### src/rtl/cond_unit.sv
// Conditional-execution stage: holds the architectural {N,Z,C,V} flags, evaluates the
// instruction condition field against them and gates PC/register/memory write enables.
module cond_unit #(
    parameter int CNT_W = 16
) (
    input  logic             clk,
    input  logic             reset,
    input  logic             en,
    input  logic             flush,
    input  logic             valid_i,
    input  logic [3:0]       Cond,
    input  logic [3:0]       ALUFlags,
    input  logic [1:0]       FlagW,
    input  logic             PCS,
    input  logic             RegW,
    input  logic             MemW,
    input  logic             NoWrite,
    input  logic             cnt_clr,
    output logic             PCSrc,
    output logic             RegWrite,
    output logic             MemWrite,
    output logic             CondEx,
    output logic [3:0]       Flags,
    output logic [CNT_W-1:0] exec_cnt,
    output logic [CNT_W-1:0] squash_cnt
);

    localparam logic [CNT_W-1:0] CNT_ZERO = {CNT_W{1'b0}};
    localparam logic [CNT_W-1:0] CNT_MAX  = {CNT_W{1'b1}};
    localparam logic [CNT_W-1:0] CNT_ONE  = {{(CNT_W-1){1'b0}}, 1'b1};

    logic [3:0]       flags_r;
    logic [3:0]       flags_nxt_s;
    logic [CNT_W-1:0] exec_cnt_r;
    logic [CNT_W-1:0] exec_nxt_s;
    logic [CNT_W-1:0] squash_cnt_r;
    logic [CNT_W-1:0] squash_nxt_s;
    logic             cond_ex_s;
    logic             go_s;
    logic             commit_s;
    logic             squash_s;

    // f = {N,Z,C,V}; the reserved encoding 4'b1111 never passes.
    function automatic logic cond_pass(input logic [3:0] cond, input logic [3:0] f);
        logic n;
        logic z;
        logic c;
        logic v;
        logic pass;
        n = f[3];
        z = f[2];
        c = f[1];
        v = f[0];
        case (cond)
            4'b0000: pass = z;
            4'b0001: pass = ~z;
            4'b0010: pass = c;
            4'b0011: pass = ~c;
            4'b0100: pass = n;
            4'b0101: pass = ~n;
            4'b0110: pass = v;
            4'b0111: pass = ~v;
            4'b1000: pass = c & ~z;
            4'b1001: pass = ~c | z;
            4'b1010: pass = (n == v);
            4'b1011: pass = (n != v);
            4'b1100: pass = ~z & (n == v);
            4'b1101: pass = z | (n != v);
            4'b1110: pass = 1'b1;
            default: pass = 1'b0;
        endcase
        return pass;
    endfunction

    // Condition evaluation against held flags and the commit/squash qualifiers.
    always_comb begin
        cond_ex_s = cond_pass(Cond, flags_r);
        go_s      = valid_i & en & ~flush;
        commit_s  = go_s & cond_ex_s;
        squash_s  = go_s & ~cond_ex_s;
    end

    assign CondEx     = cond_ex_s;
    assign PCSrc      = commit_s & PCS;
    assign RegWrite   = commit_s & RegW & ~NoWrite;
    assign MemWrite   = commit_s & MemW;
    assign Flags      = flags_r;
    assign exec_cnt   = exec_cnt_r;
    assign squash_cnt = squash_cnt_r;

    // Next flag value: each FlagW bit independently selects its flag pair.
    always_comb begin
        flags_nxt_s = flags_r;
        if (commit_s) begin
            if (FlagW[1]) begin
                flags_nxt_s[3:2] = ALUFlags[3:2];
            end else begin
                flags_nxt_s[3:2] = flags_r[3:2];
            end
            if (FlagW[0]) begin
                flags_nxt_s[1:0] = ALUFlags[1:0];
            end else begin
                flags_nxt_s[1:0] = flags_r[1:0];
            end
        end else begin
            flags_nxt_s = flags_r;
        end
    end

    // Saturating counters; clear wins over a same-cycle increment.
    always_comb begin
        exec_nxt_s   = exec_cnt_r;
        squash_nxt_s = squash_cnt_r;
        if (cnt_clr) begin
            exec_nxt_s   = CNT_ZERO;
            squash_nxt_s = CNT_ZERO;
        end else begin
            if (commit_s && (exec_cnt_r != CNT_MAX)) begin
                exec_nxt_s = exec_cnt_r + CNT_ONE;
            end else begin
                exec_nxt_s = exec_cnt_r;
            end
            if (squash_s && (squash_cnt_r != CNT_MAX)) begin
                squash_nxt_s = squash_cnt_r + CNT_ONE;
            end else begin
                squash_nxt_s = squash_cnt_r;
            end
        end
    end

    // Flag register.
    always_ff @(posedge clk or negedge reset) begin
        if (!reset) begin
            flags_r <= 4'b0000;
        end else begin
            flags_r <= flags_nxt_s;
        end
    end

    // Counter registers.
    always_ff @(posedge clk or negedge reset) begin
        if (!reset) begin
            exec_cnt_r   <= CNT_ZERO;
            squash_cnt_r <= CNT_ZERO;
        end else begin
            exec_cnt_r   <= exec_nxt_s;
            squash_cnt_r <= squash_nxt_s;
        end
    end

endmodule

### config.mk
export PLATFORM = sky130hd
export DESIGN_NAME = cond_unit
export DESIGN_NICKNAME = d
export VERILOG_FILES = /design/src/rtl/cond_unit.sv
export SDC_FILE = /design/constraint.sdc
export NUM_CORES = 1
export LEC_CHECK = 0
export ABC_AREA = 1
export BUFFER_PORTS_ARGS = -buffer_cell sky130_fd_sc_hd__buf_2
export CORE_AREA = 2 2 69 71
export CTS_CLUSTER_SIZE = 40
export DETAILED_ROUTE_END_ITERATION = 16
export DIE_AREA = 0 0 71 73
export PLACE_DENSITY = 0.85
export SETUP_SLACK_MARGIN = 0.05
export SLEW_MARGIN = 20
export SYNTH_ARGS = -nofsm -noshare
export SYNTH_HDL_FRONTEND = slang
export SYNTH_SLANG_ARGS = --single-unit
### constraint.sdc
create_clock -name clk -period 2.9 [get_ports clk]
set_input_delay 0.87 -clock clk [delete_from_list [all_inputs] [get_ports clk]]
set_output_delay 0.87 -clock clk [all_outputs]
set_load 0.02 [all_outputs]
# After elaboration in Yosys (flattened, before gate mapping)

Index checks and enable logic that the tools add are counted.

Register bits after elaboration: 36
Latch bits: 0
RAM bits: 0
Bits in read-only memories: 0
Input bits: 20
Output and inout bits: 40
Memories: 0

Add/subtract/negate cells: 2
Multipliers: 0
Div/mod/pow operators: 0
Magnitude comparators: 0
Equality and inequality tests: 18
Shift-type cells: 0
Multiplexer cells: 5
Bitwise operators: 19
Reductions and logical operators: 7

Operator list:

| kind                    | count |
|---|---|
| $mux W16                | 4 |
| $add A16 B1 Y16 const B | 2 |
| $ne A16 B16 Y1 const B  | 2 |
| $eq A4 B4 Y1 const B    | 7 |
| $eq A4 B3 Y1 const B    | 4 |
| $pmux W1 S15            | 1 |
| $and A1 B1 Y1           | 10 |
| $eq A4 B2 Y1 const B    | 2 |
| $not A1 Y1              | 7 |
| $eq A4 B1 Y1 const B    | 1 |
| $logic_not A4 Y1        | 1 |
| $reduce_and A2 Y1       | 2 |
| $reduce_bool A2 Y1      | 2 |
| $logic_and A1 B1 Y1     | 2 |
| $or A1 B1 Y1            | 2 |
| $eq A1 B1 Y1            | 1 |
| $ne A1 B1 Y1            | 1 |

# Logic depth before layout (Yosys ltp)

Gate-level depths: netlist of the first run.

Depth after elaboration: 8
Depth in mapped cells: 14

# Worst setup path before layout of the first run

OpenSTA, ideal clock, no wires.

Path type: input to output
From: input Cond[3]
To: output RegWrite
Data arrival time: 2111 ps
Path slack: -81 ps
Cell stages on the path: 7
Path buffers: 0
Cells stage by stage: inv_1 -> nand3_1 -> o21ai_0 -> a21oi_1 -> nand2_2 -> nand2_1 -> nor3b_1

Cells in the longest elaborated chain, start to end: 5

Ends and longest elaborated chain:

| element                              | RTL line | RTL |
|---|---|---|
| start, declared                      | 11       | `input logic [3:0] Cond,` |
| $eq A4 B4 Y1 (tied with other cells) | 54       | `case (cond)` |
| $pmux W1 S15 (*)                     | 54       |  |
| named net CondEx                     | 22       | `output logic CondEx,` |
| $and A1 B1 Y1 (*)                    | 79       | `commit_s = go_s & cond_ex_s;` |
| $and A1 B1 Y1 (*) (2 in series)      | 85       | `assign RegWrite = commit_s & RegW & ~NoWrite;` |
| end, declared                        | 20       | `output logic RegWrite,` |

The timed path passes the listed nets; every way through them passes the cells marked *.

# Worst setup path in the final report of the first run

From: input Cond[1]
To: output RegWrite

Cells in the longest elaborated chain, start to end: 5

Ends and longest elaborated chain:

| element                              | RTL line |
|---|---|
| $eq A4 B4 Y1 (tied with other cells) | 54 |
| $pmux W1 S15 (*)                     | 54 |
| $and A1 B1 Y1 (*)                    | 79 |
| $and A1 B1 Y1 (*) (2 in series)      | 85 |

Mark *: on every way between the ends. The rest lies on a longest branch, timed or not.

==> impl_metrics.ini, run 1 <==
[floorplan]
die_y_um = 73
fp-row-count = 25
die_w_um = 71
core_um2 = 4536
floorplan.initialDensity_pct = 54.26
io_pins = 60
die_area_um2 = 5183

[clocking]
cts_buffer_depth = 2
h-tree-depth = 2
path_clk_slew_ns = 0.08
clkLatencyLatePin_ns = 0.29
cts_sinks = 36
cts_buffers = 5
postCtsHoldBufs = 0
cts-root-buf = clkbuf_8
cts_tree = done

[yosys]
yosys.area.top_type_share_pct = 36.60
synth_top_cell_by_area = dfrtp_1
synth_mux_area_share_pct = 0
syn_nets = 382
yosysMostFrequentCell = nand2_1
synth-adder-area-share_pct = 1.017
synth_compound_area_share_pct = 3.254
yosysSeqAreaShare_pct = 36.60
synth_cell_type_count = 32
syn_avg_cell_area_um2 = 6.836
yosys-top-cells-area = dfrtp_1, nand2_1, nand3_1, nor2_1, inv_1
synth_xor_area_share_pct = 6.762
postSynth.asyncResetShare_pct = 100.0
synth_area_um2 = 2461
synth-main-ff-cell = dfrtp_1
syn_inst = 360
synth_common_cells = nand2_1, nand3_1, nor2_1
synth_seq_cells = 36
yosysWarningCount = 0
synth_top_family_by_area = simple AND/OR/NAND/NOR gates
synthSimpleGateAreaFrac_pct = 44.74
synth_edf_count = 0

[final_layout]
final_nets = 444
area_growth_pct = 22.37
design_area_um2 = 3012
layout-drive-gt1-share_pct = 24.35
diodes = 0

[sta]
finalSetupTns_ns = 0
relSlewSlack_pct = 45.08
tightest_slew_ns = 0.8237
setup_violations = 0
rsz0062_at_grt = no
post-route-min-period_ns = 2.786
finalCritPeriodShare_pct = 96.06
layout_setup_ws_ns = 0.1141
maxSlewViolCount = 0
clock.fmax_mhz = 359.0
hold_violations = 0
skew_ns = 0.008755

[critical_path]
slowest_delay_ns = 0.18
cp_max_fo = 7
required_ns = 2.03
start_kind = input port
crit_buf_inv = 2
crit_chain = buf_12 -> nor2_2 -> nand3_1 -> o21ai_1 -> a21oi_2 -> nand2_2 -> nand2_4 -> nor3b_2 -> buf_4
worstSetupEndpointType = output port
cp_slowest_cell = nor3b_2
worstSetupPathType = input port to output port
path_delay_family = simple AND/OR/NAND/NOR gates
worstPathArrival_ns = 1.92

[grt]
grt_pass1_vias = 2235
grt_max_degree = 37
track_usage_pct = 23.41
busiest_layer = met2
grtUsageMet2_pct = 40.81
grt_util_met1_pct = 30.39
grt.overflow.total = 0
grt_pass1_wl_um = 9873
grt_use_met3_pct = 3.591
grt_antenna_before_repair = 0

[place]
io_buffers = 59
pre_cts_slack_ns = 0.03066
placed_cell_area_um2 = 2814
dp_hpwl_um = 4143
gp_congestion = 0.9602

[power_and_ir_drop]
p_clk_share_pct = 34.1
vdd_drop_max_v = 0.0003702
netSwitchingFraction_pct = 32.24
p_int_w = 0.0008858
power_density_nw_per_um2 = 434.1
power_frac_seq_pct = 43.3
finalPower_w = 0.001307
power_leakage_nw = 1.631
pwr-share-comb_pct = 22.5
p_switching_w = 0.0004216

[hold_path]
min_path_type = register to register

[detailed_routing]
drt-total-wl_um = 6051
firstDrtPassIters = 4
drc = 0
vias = 2515
wl_per_cell_um = 12.69
avgViaCountPerCell = 5.273
drt_iter0_drc = 172
ant_nets = 0

[outcome]
status = finished, final reports clean

[flow_run]
max_cap_violations = 0
[cell families (layout without fill, tap and decap cells)]
group / count (synthesis) / count (layout)
buffers and inverters: 44 / 107
AND/OR/NAND/NOR: 245 / 245
adder cells (fa/ha/maj): 2 / 2
XOR/XNOR: 19 / 19
AO/OA/AOI/OAI: 14 / 14
flip-flops: 36 / 36
[power groups by stage]
| stage | Combinational, W | Clock (W) | Sequential (W) |
|---|---|---|---|
| finish | 0.000295 | 0.000446 | 0.000566 |
| global route | 0.000327 | 0.000474 | 0.000571 |
| CTS | 0.000277 | 0.000449 | 0.000565 |
| detailed placement | 0.000276 | 0 | 0.000575 |
| global placement | 0.000270 | 0 | 0.000575 |
| floorplan | 0.000148 | 0 | 0.000604 |
[cell type report]
| type | count | area [um2] |
|---|---|---|
| Clock buffer | 6 | 72.57 |
| Clock inverter | 2 | 35.03 |
| Fill cell | 412 | 1524 |
| Inverter | 34 | 130.1 |
| Multi-Input combinational cell | 280 | 1429 |
| Sequential cell | 36 | 900.9 |
| Tap cell | 54 | 67.56 |
| Timing Repair Buffer | 65 | 376.6 |
[layout by cell type, fill, tap and decap left out, drive strengths merged]
master,instances
a21boi,1
nor2,53
a21oi,4
nand3,55
inv,33
and3,1
nor3,9
dfrtp,36
clkbuf,6
nor3b,4
bufinv,1
a31oi,1
o21ai,7
o31ai,1
xnor2,6
nand2,116
buf,65
ha,2
xor2,13
clkinv,2
nand4,7
[routing by layer]
metal | up-vias | wire [um]
li1 | 1271 | -
met1 | 1163 | 2612
met2 | 76 | 3084
met3 | 5 | 304
met4 | 0 | 49
met5 | - | 0
[worst reg2reg max path: stages, from the launching register on]
cell	delay (ns)
dfrtp_1	0.39
ha_1	0.21
nand4_1	0.21
inv_1	0.10
nand2_1	0.06
nor2_1	0.21
a21boi_1	0.11
nand3_2	0.19
buf_4	0.23
nand3_1	0.08
nand2_1	0.09
[final timing paths]
kind	slack [ns]	startpoint	cells past startpoint	endpoint
hold reg to reg	0.56	Flags[3]	2	Flags[3]
max in group asynchronous	1.70	reset	1	squash_cnt[3]
min in group asynchronous	0.68	reset	1	squash_cnt[1]
setup / recovery	0.11	Cond[1]	9	RegWrite
setup reg to reg	0.95	squash_cnt[0]	10	squash_cnt[13]
hold / removal	0.56	Flags[3]	2	Flags[3]
[metrics by stage]
step	hold slack, ns	utilization (%)	cells
CTS	0.5709	64.63	477
floorplan	0.5744	-	360
finish	0.5584	66.40	477
global placement	0.5207	62.04	469
detailed placement	0.5525	62.04	469
global route	0.5925	66.40	477
[repair_timing]
action	4_1_cts	5_1_grt
hold endpoints to repair	0	0
buffers inserted	0	0
gates resized for setup	5	29
gates cloned	0	0
pin swaps	0	8
setup endpoints to repair	1	4
[flip-flops by register name, summed over array words and instances, names as in the netlist]
register,cells
Flags,4
exec_cnt,16
squash_cnt,16
No activity file was read; power rests on OpenSTA's default activity.
==> run 2, diff against run 1 <==
--- a/config.mk
+++ b/config.mk
@@ -11,7 +11,8 @@
 export CTS_CLUSTER_SIZE = 40
 export DETAILED_ROUTE_END_ITERATION = 16
 export DIE_AREA = 0 0 71 73
-export PLACE_DENSITY = 0.85
+export PLACE_DENSITY = 0.83
+export RECOVER_POWER = 25
 export SETUP_SLACK_MARGIN = 0.05
 export SLEW_MARGIN = 20
 export SYNTH_ARGS = -nofsm -noshare
==> run 2 against run 1 <==
  * The flow now finishes with violations (capacitance limit, slew limit)
  * First-iteration DRC count fell by 10%
  * Utilization rose by 0.50 points
  * Routed wire length fell by 2.2%
  * Highest routed layer unchanged
  * Sequential power barely moved
  * Final area rose by 0.75%
  * Sequential share of layout area fell by 0.22 points
  * Cell count fell by 0.42%
  * Total power fell by 3.5%
  * Critical path depth did not move
  * Global-route usage rose by 0.42 points
  * Clock-buffer cell count rose by 1
  * Clock skew fell by 0.0015 ns
==> impl_metrics.ini, run 2 (synthesis gave the netlist of run 1 again) <==
[critical_path]
r2r_start = squash_cnt[0]
crit_chain = buf_12 -> nor2_4 -> nand3_1 -> o21ai_1 -> a21oi_2 -> nand2_2 -> nand2_2 -> nor3b_2 -> buf_4
worstPathArrival_ns = 1.94
worstSetupEndpointType = output port
required_ns = 2.03
r2r-end = squash_cnt[11]
cp_slowest_cell = nor3b_2
crit_buf_inv = 2
start_kind = input port
rrSetupSlack_ns = 1.00
path_delay_family = simple AND/OR/NAND/NOR gates
slowest_delay_ns = 0.18
rr_worst_depth = 10
cp_max_fo = 7
crit_top_cell = nand2_2
worstSetupPathType = input port to output port

[final_layout]
layout-drive-gt1-share_pct = 24.70
area_growth_pct = 23.28
final_common_cell = nand2_1
utilization_pct = 66.90
final_nets = 443
fillers = 383
final_cell_mix = nand2_1, buf_2, nand3_1, nor2_1, dfrtp_1
diodes = 0

[grt]
grt_pass1_wl_um = 9936
grt.overflow.total = 0
grt_max_degree = 37
track_usage_pct = 23.83
grt_pass1_vias = 2316
grt_antenna_before_repair = 0

[clocking]
clkLatencyLatePin_ns = 0.29
cts_buffers = 5
postCtsHoldBufs = 0
cts_buffer_depth = 2
cts-root-buf = clkbuf_8
h-tree-depth = 2
path_clk_slew_ns = 0.07
cts_sinks = 36
cts_tree = done

[detailed_routing]
highest_layer = met4
dr_wl_met2_um = 3015
wl_met3_um = 307
wl_per_cell_um = 12.46
firstDrtPassIters = 4
vias = 2486
drt-total-wl_um = 5919
wl_met1_um = 2517
ant_nets = 0
drc = 0
drt_iter0_drc = 154
avgViaCountPerCell = 5.234

[sta]
hold_violations = 0
skew_ns = 0.007208
maxSlewViolCount = 37
post-route-min-period_ns = 2.814
finalSetupTns_ns = 0
relSlewSlack_pct = -29.39
clock.fmax_mhz = 355.4
finalCritPeriodShare_pct = 97.03
setup_violations = 0
rsz0062_at_grt = yes
tightest_slew_ns = 1.941

[hold_path]
whs_path_depth = 2
min_path_type = register to register
min_to = Flags[3]
hold_start = Flags[3]

[floorplan]
fp-row-count = 25
die_area_um2 = 5183
core_um2 = 4536
floorplan.initialDensity_pct = 54.26
die_y_um = 73
die_w_um = 71
io_pins = 60

[power_and_ir_drop]
power_leakage_nw = 1.628
vdd_drop_max_v = 0.0003144
power_density_nw_per_um2 = 415.8

[place]
io_buffers = 59
gp_congestion = 0.8959
dp_hpwl_um = 4083

[outcome]
violations = capacitance limit, slew limit
status = finished, violations left

[flow_run]
max_cap_violations = 1
-- run 2: cell types whose count changed in the layout (fill, tap and decap cells not counted), moves of 2 or more --
cell and change:
nor2_2 -2, nor2_4 +2, nand3_1 -2, clkbuf_8 +2, nand3_2 +2
-- run 2: repair_timing --
item | CTS | global route
pin swaps | 0 | 11
gates resized for setup | 7 | 35
setup endpoints to repair | 2 | 4
setup buffers | 0 | 0
hold endpoints to repair | 0 | 0
cloned | 0 | 0
-- run 2: worst max path at each step --
stage,startpoint,end,cells after the start
after floorplan,Cond[3],RegWrite,7
after global placement,Cond[3],RegWrite,10
after detailed placement,Cond[3],RegWrite,10
after CTS,Cond[1],RegWrite,9
after global routing,Cond[1],RegWrite,12
final,Cond[1],RegWrite,9
-- run 2: per-stage QoR --
stage	setup WS, ns	instances	hold WS, ns	total power, W	area, um2
floorplan	0.1004	360	0.5744	0.0007518	2466
global placement	0.07552	468	0.5224	0.0008431	2806
detailed placement	0.004426	468	0.5275	0.0008497	2806
CTS	0.03934	475	0.5454	0.001242	2922
global route	0.03662	475	0.5702	0.001318	3034
finish	0.08600	475	0.5481	0.001262	3034
-- run 2: where the power goes --
part | leakage, nW | total [W] | switching [W] | internal [W]
Combinational | 1.08 | 0.000301 | 0.000198 | 0.000104
Clock | 0.0503 | 0.000393 | 0.000181 | 0.000212
Sequential | 0.496 | 0.000568 | 0.0000378 | 0.000530
Total | 1.63 | 0.00126 | 0.000417 | 0.000845
-- run 2: routing by layer --
layer | track usage (%) | vias to the layer above
li1 | - | 1266
met1 | 29.75 | 1146
met2 | 41.23 | 66
met3 | 4.144 | 8
met4 | 9.434 | 0
met5 | 0 | -
-- run 2: worst min-delay path: cells and delay by family, from the launching register on --
family,cells,cell delay [ns]
and+or+nand+nor,1,0.06
AOI/OAI and AO/OA,1,0.06
DFF,1,0.39
-- run 2: layout make-up --
type	count	area [um2]	area share, %
inverter	34	135.1	4.454
timing repair buffer	64	376.6	12.41
tap	54	67.56	2.227
multi-input combinational	280	1458	48.04
clock buffer	7	96.34	3.175
sequential	36	900.9	29.69
==> run 3, diff against run 2 <==
--- a/config.mk
+++ b/config.mk
@@ -7,10 +7,12 @@
 export LEC_CHECK = 0
 export ABC_AREA = 1
 export BUFFER_PORTS_ARGS = -buffer_cell sky130_fd_sc_hd__buf_2
-export CORE_AREA = 2 2 69 71
+export CELL_PAD_IN_SITES_DETAIL_PLACEMENT = 1
+export CELL_PAD_IN_SITES_GLOBAL_PLACEMENT = 2
+export CORE_AREA = 2 2 93 95
 export CTS_CLUSTER_SIZE = 40
 export DETAILED_ROUTE_END_ITERATION = 16
-export DIE_AREA = 0 0 71 73
+export DIE_AREA = 0 0 95 97
 export PLACE_DENSITY = 0.83
 export RECOVER_POWER = 25
 export SETUP_SLACK_MARGIN = 0.05
==> run 3 against run 2 <==
  * The flow still finishes with violations (capacitance limit, slew limit)
  * Cell count rose by 11%
  * Die area rose by 78%
  * Highest routed layer unchanged
  * Worst hold slack got worse by 0.0033 ns
  * Non-clock buffer count rose by 3
  * Largest cell class unchanged
  * Critical path depth rose by 1
  * Routed wire length rose by 24%
  * First-iteration DRC count fell by 42%
  * Clock-buffer cell count did not move
==> impl_metrics.ini, run 3 (synthesis gave the netlist of run 1 again) <==
[outcome]
status = finished, violations left
violations = capacitance limit, slew limit

[grt]
grt_antenna_before_repair = 0
track_usage_pct = 16.62
grt.overflow.total = 0
grt_pass1_vias = 2546
grt_pass1_wl_um = 12280
grt_max_degree = 37

[critical_path]
crit_chain = buf_6 -> inv_2 -> nor3_1 -> nand2_1 -> nand2_2 -> nor2_4 -> nand2_2 -> nand2_2 -> nor3b_2 -> buf_4
cp_slowest_cell = nor3_1
worstPathArrival_ns = 1.91
worstSetupEndpointType = output port
cp_max_fo = 5
slowest_delay_ns = 0.19
crit_top_cell = nand2_2
required_ns = 2.03
start_kind = input port
worstSetupPathType = input port to output port

[place]
dp_cells = 521
dp_hpwl_um = 5275
io_buffers = 59
gp_congestion = 0.7944

[final_layout]
final_cell_mix = nand2_1, buf_2, nand3_1, nor2_1, dfrtp_1
area_growth_pct = 25.27
final_nets = 446
utilization_pct = 37.90
layout-drive-gt1-share_pct = 24.06
final_common_cell = nand2_1
final_cells = 529
diodes = 0
fillers = 1053

[floorplan]
fp-row-count = 33
die_w_um = 95
core_um2 = 8134
die_area_um2 = 9215
die_y_um = 97
io_pins = 60
floorplan.initialDensity_pct = 30.26

[power_and_ir_drop]
p_int_w = 0.0008508
finalPower_w = 0.001290
power_frac_seq_pct = 44.3
power_leakage_nw = 1.626
vdd_drop_max_v = 0.0001440
netSwitchingFraction_pct = 34.04
p_switching_w = 0.0004391
p_clk_share_pct = 31.3
pwr-share-comb_pct = 24.4
power_density_nw_per_um2 = 418.4

[clocking]
cts_sinks = 36
path_clk_slew_ns = 0.08
h-tree-depth = 2
cts-root-buf = clkbuf_8
cts_tree = done
cts_buffers = 5
cts_buffer_depth = 2
clkLatencyLatePin_ns = 0.29

[flow_run]
max_cap_violations = 1

[detailed_routing]
drc = 0
wl_per_cell_um = 13.87
vias = 2542
ant_nets = 0
drt-total-wl_um = 7336
firstDrtPassIters = 4
avgViaCountPerCell = 4.805
drt_iter0_drc = 89

[sta]
finalCritPeriodShare_pct = 95.79
finalSetupTns_ns = 0
clock.fmax_mhz = 360.0
relSlewSlack_pct = -38.56
hold_violations = 0
maxSlewViolCount = 37
skew_ns = 0.005664
setup_violations = 0
tightest_slew_ns = 2.078
post-route-min-period_ns = 2.778
rsz0062_at_grt = yes

[hold_path]
min_path_type = register to register
[run 3: power by group through the flow]
stage	Combinational [W]	Sequential [W]	Clock, W
after global routing	0.000352	0.000580	0.000445
after floorplan	0.000148	0.000604	0
final	0.000315	0.000572	0.000403
after CTS	0.000299	0.000570	0.000422
after global placement	0.000284	0.000579	0
after detailed placement	0.000293	0.000580	0
[run 3: layout make-up]
class | instances | area (um2) | area share, %
multi-input combinational | 280 | 1431 | 46.43
sequential | 36 | 900.9 | 29.22
timing repair buffer | 67 | 390.4 | 12.66
tap | 105 | 131.4 | 4.261
clock buffer | 7 | 96.34 | 3.125
inverter | 34 | 132.6 | 4.302
[run 3: routing by layer]
| metal | GRT usage (%) | up-vias | share of wire, % |
|---|---|---|---|
| li1 | - | 1270 | - |
| met1 | 22.86 | 1218 | 48 |
| met2 | 26.90 | 45 | 47 |
| met3 | 2.570 | 9 | 3.4 |
| met4 | 4.571 | 0 | 1.3 |
| met5 | 0 | - | 0 |
[run 3: per-stage QoR]
stage          hold WS (ns)  instance area (um2)  setup slack [ns]
3_5_place_dp         0.5391                 2885         0.0004987
5_1_grt              0.6101                 3083           0.01221
4_1_cts              0.5557                 3005           0.04664
6_report             0.5449                 3083            0.1222
2_1_floorplan        0.5744                 2466            0.1004
3_3_place_gp         0.5251                 2885           0.02316
[run 3: critical path: cells and delay by family]
kind | cells | cell delay (ns)
buffers and inverters | 3 | 0.33
AND/OR/NAND/NOR | 7 | 0.71
[run 3: timing repair]
item / CTS / global route
gates resized for setup: 9 / 23
buffers inserted: 0 / 1
hold buffers: 0 / 0
cloned: 0 / 0
endpoints found under the setup margin: 4 / 4
pin swaps: 0 / 10
[run 3: path summary, 6_finish.rpt]
kind	end	cells after the start	slack, ns	start
setup / recovery	RegWrite	10	0.12	Cond[0]
hold / removal	Flags[3]	2	0.54	Flags[3]
setup reg to reg	squash_cnt[4]	10	0.95	squash_cnt[0]
hold reg to reg	Flags[3]	2	0.54	Flags[3]
max in group asynchronous	squash_cnt[11]	1	0.54	reset
min in group asynchronous	squash_cnt[4]	1	1.17	reset
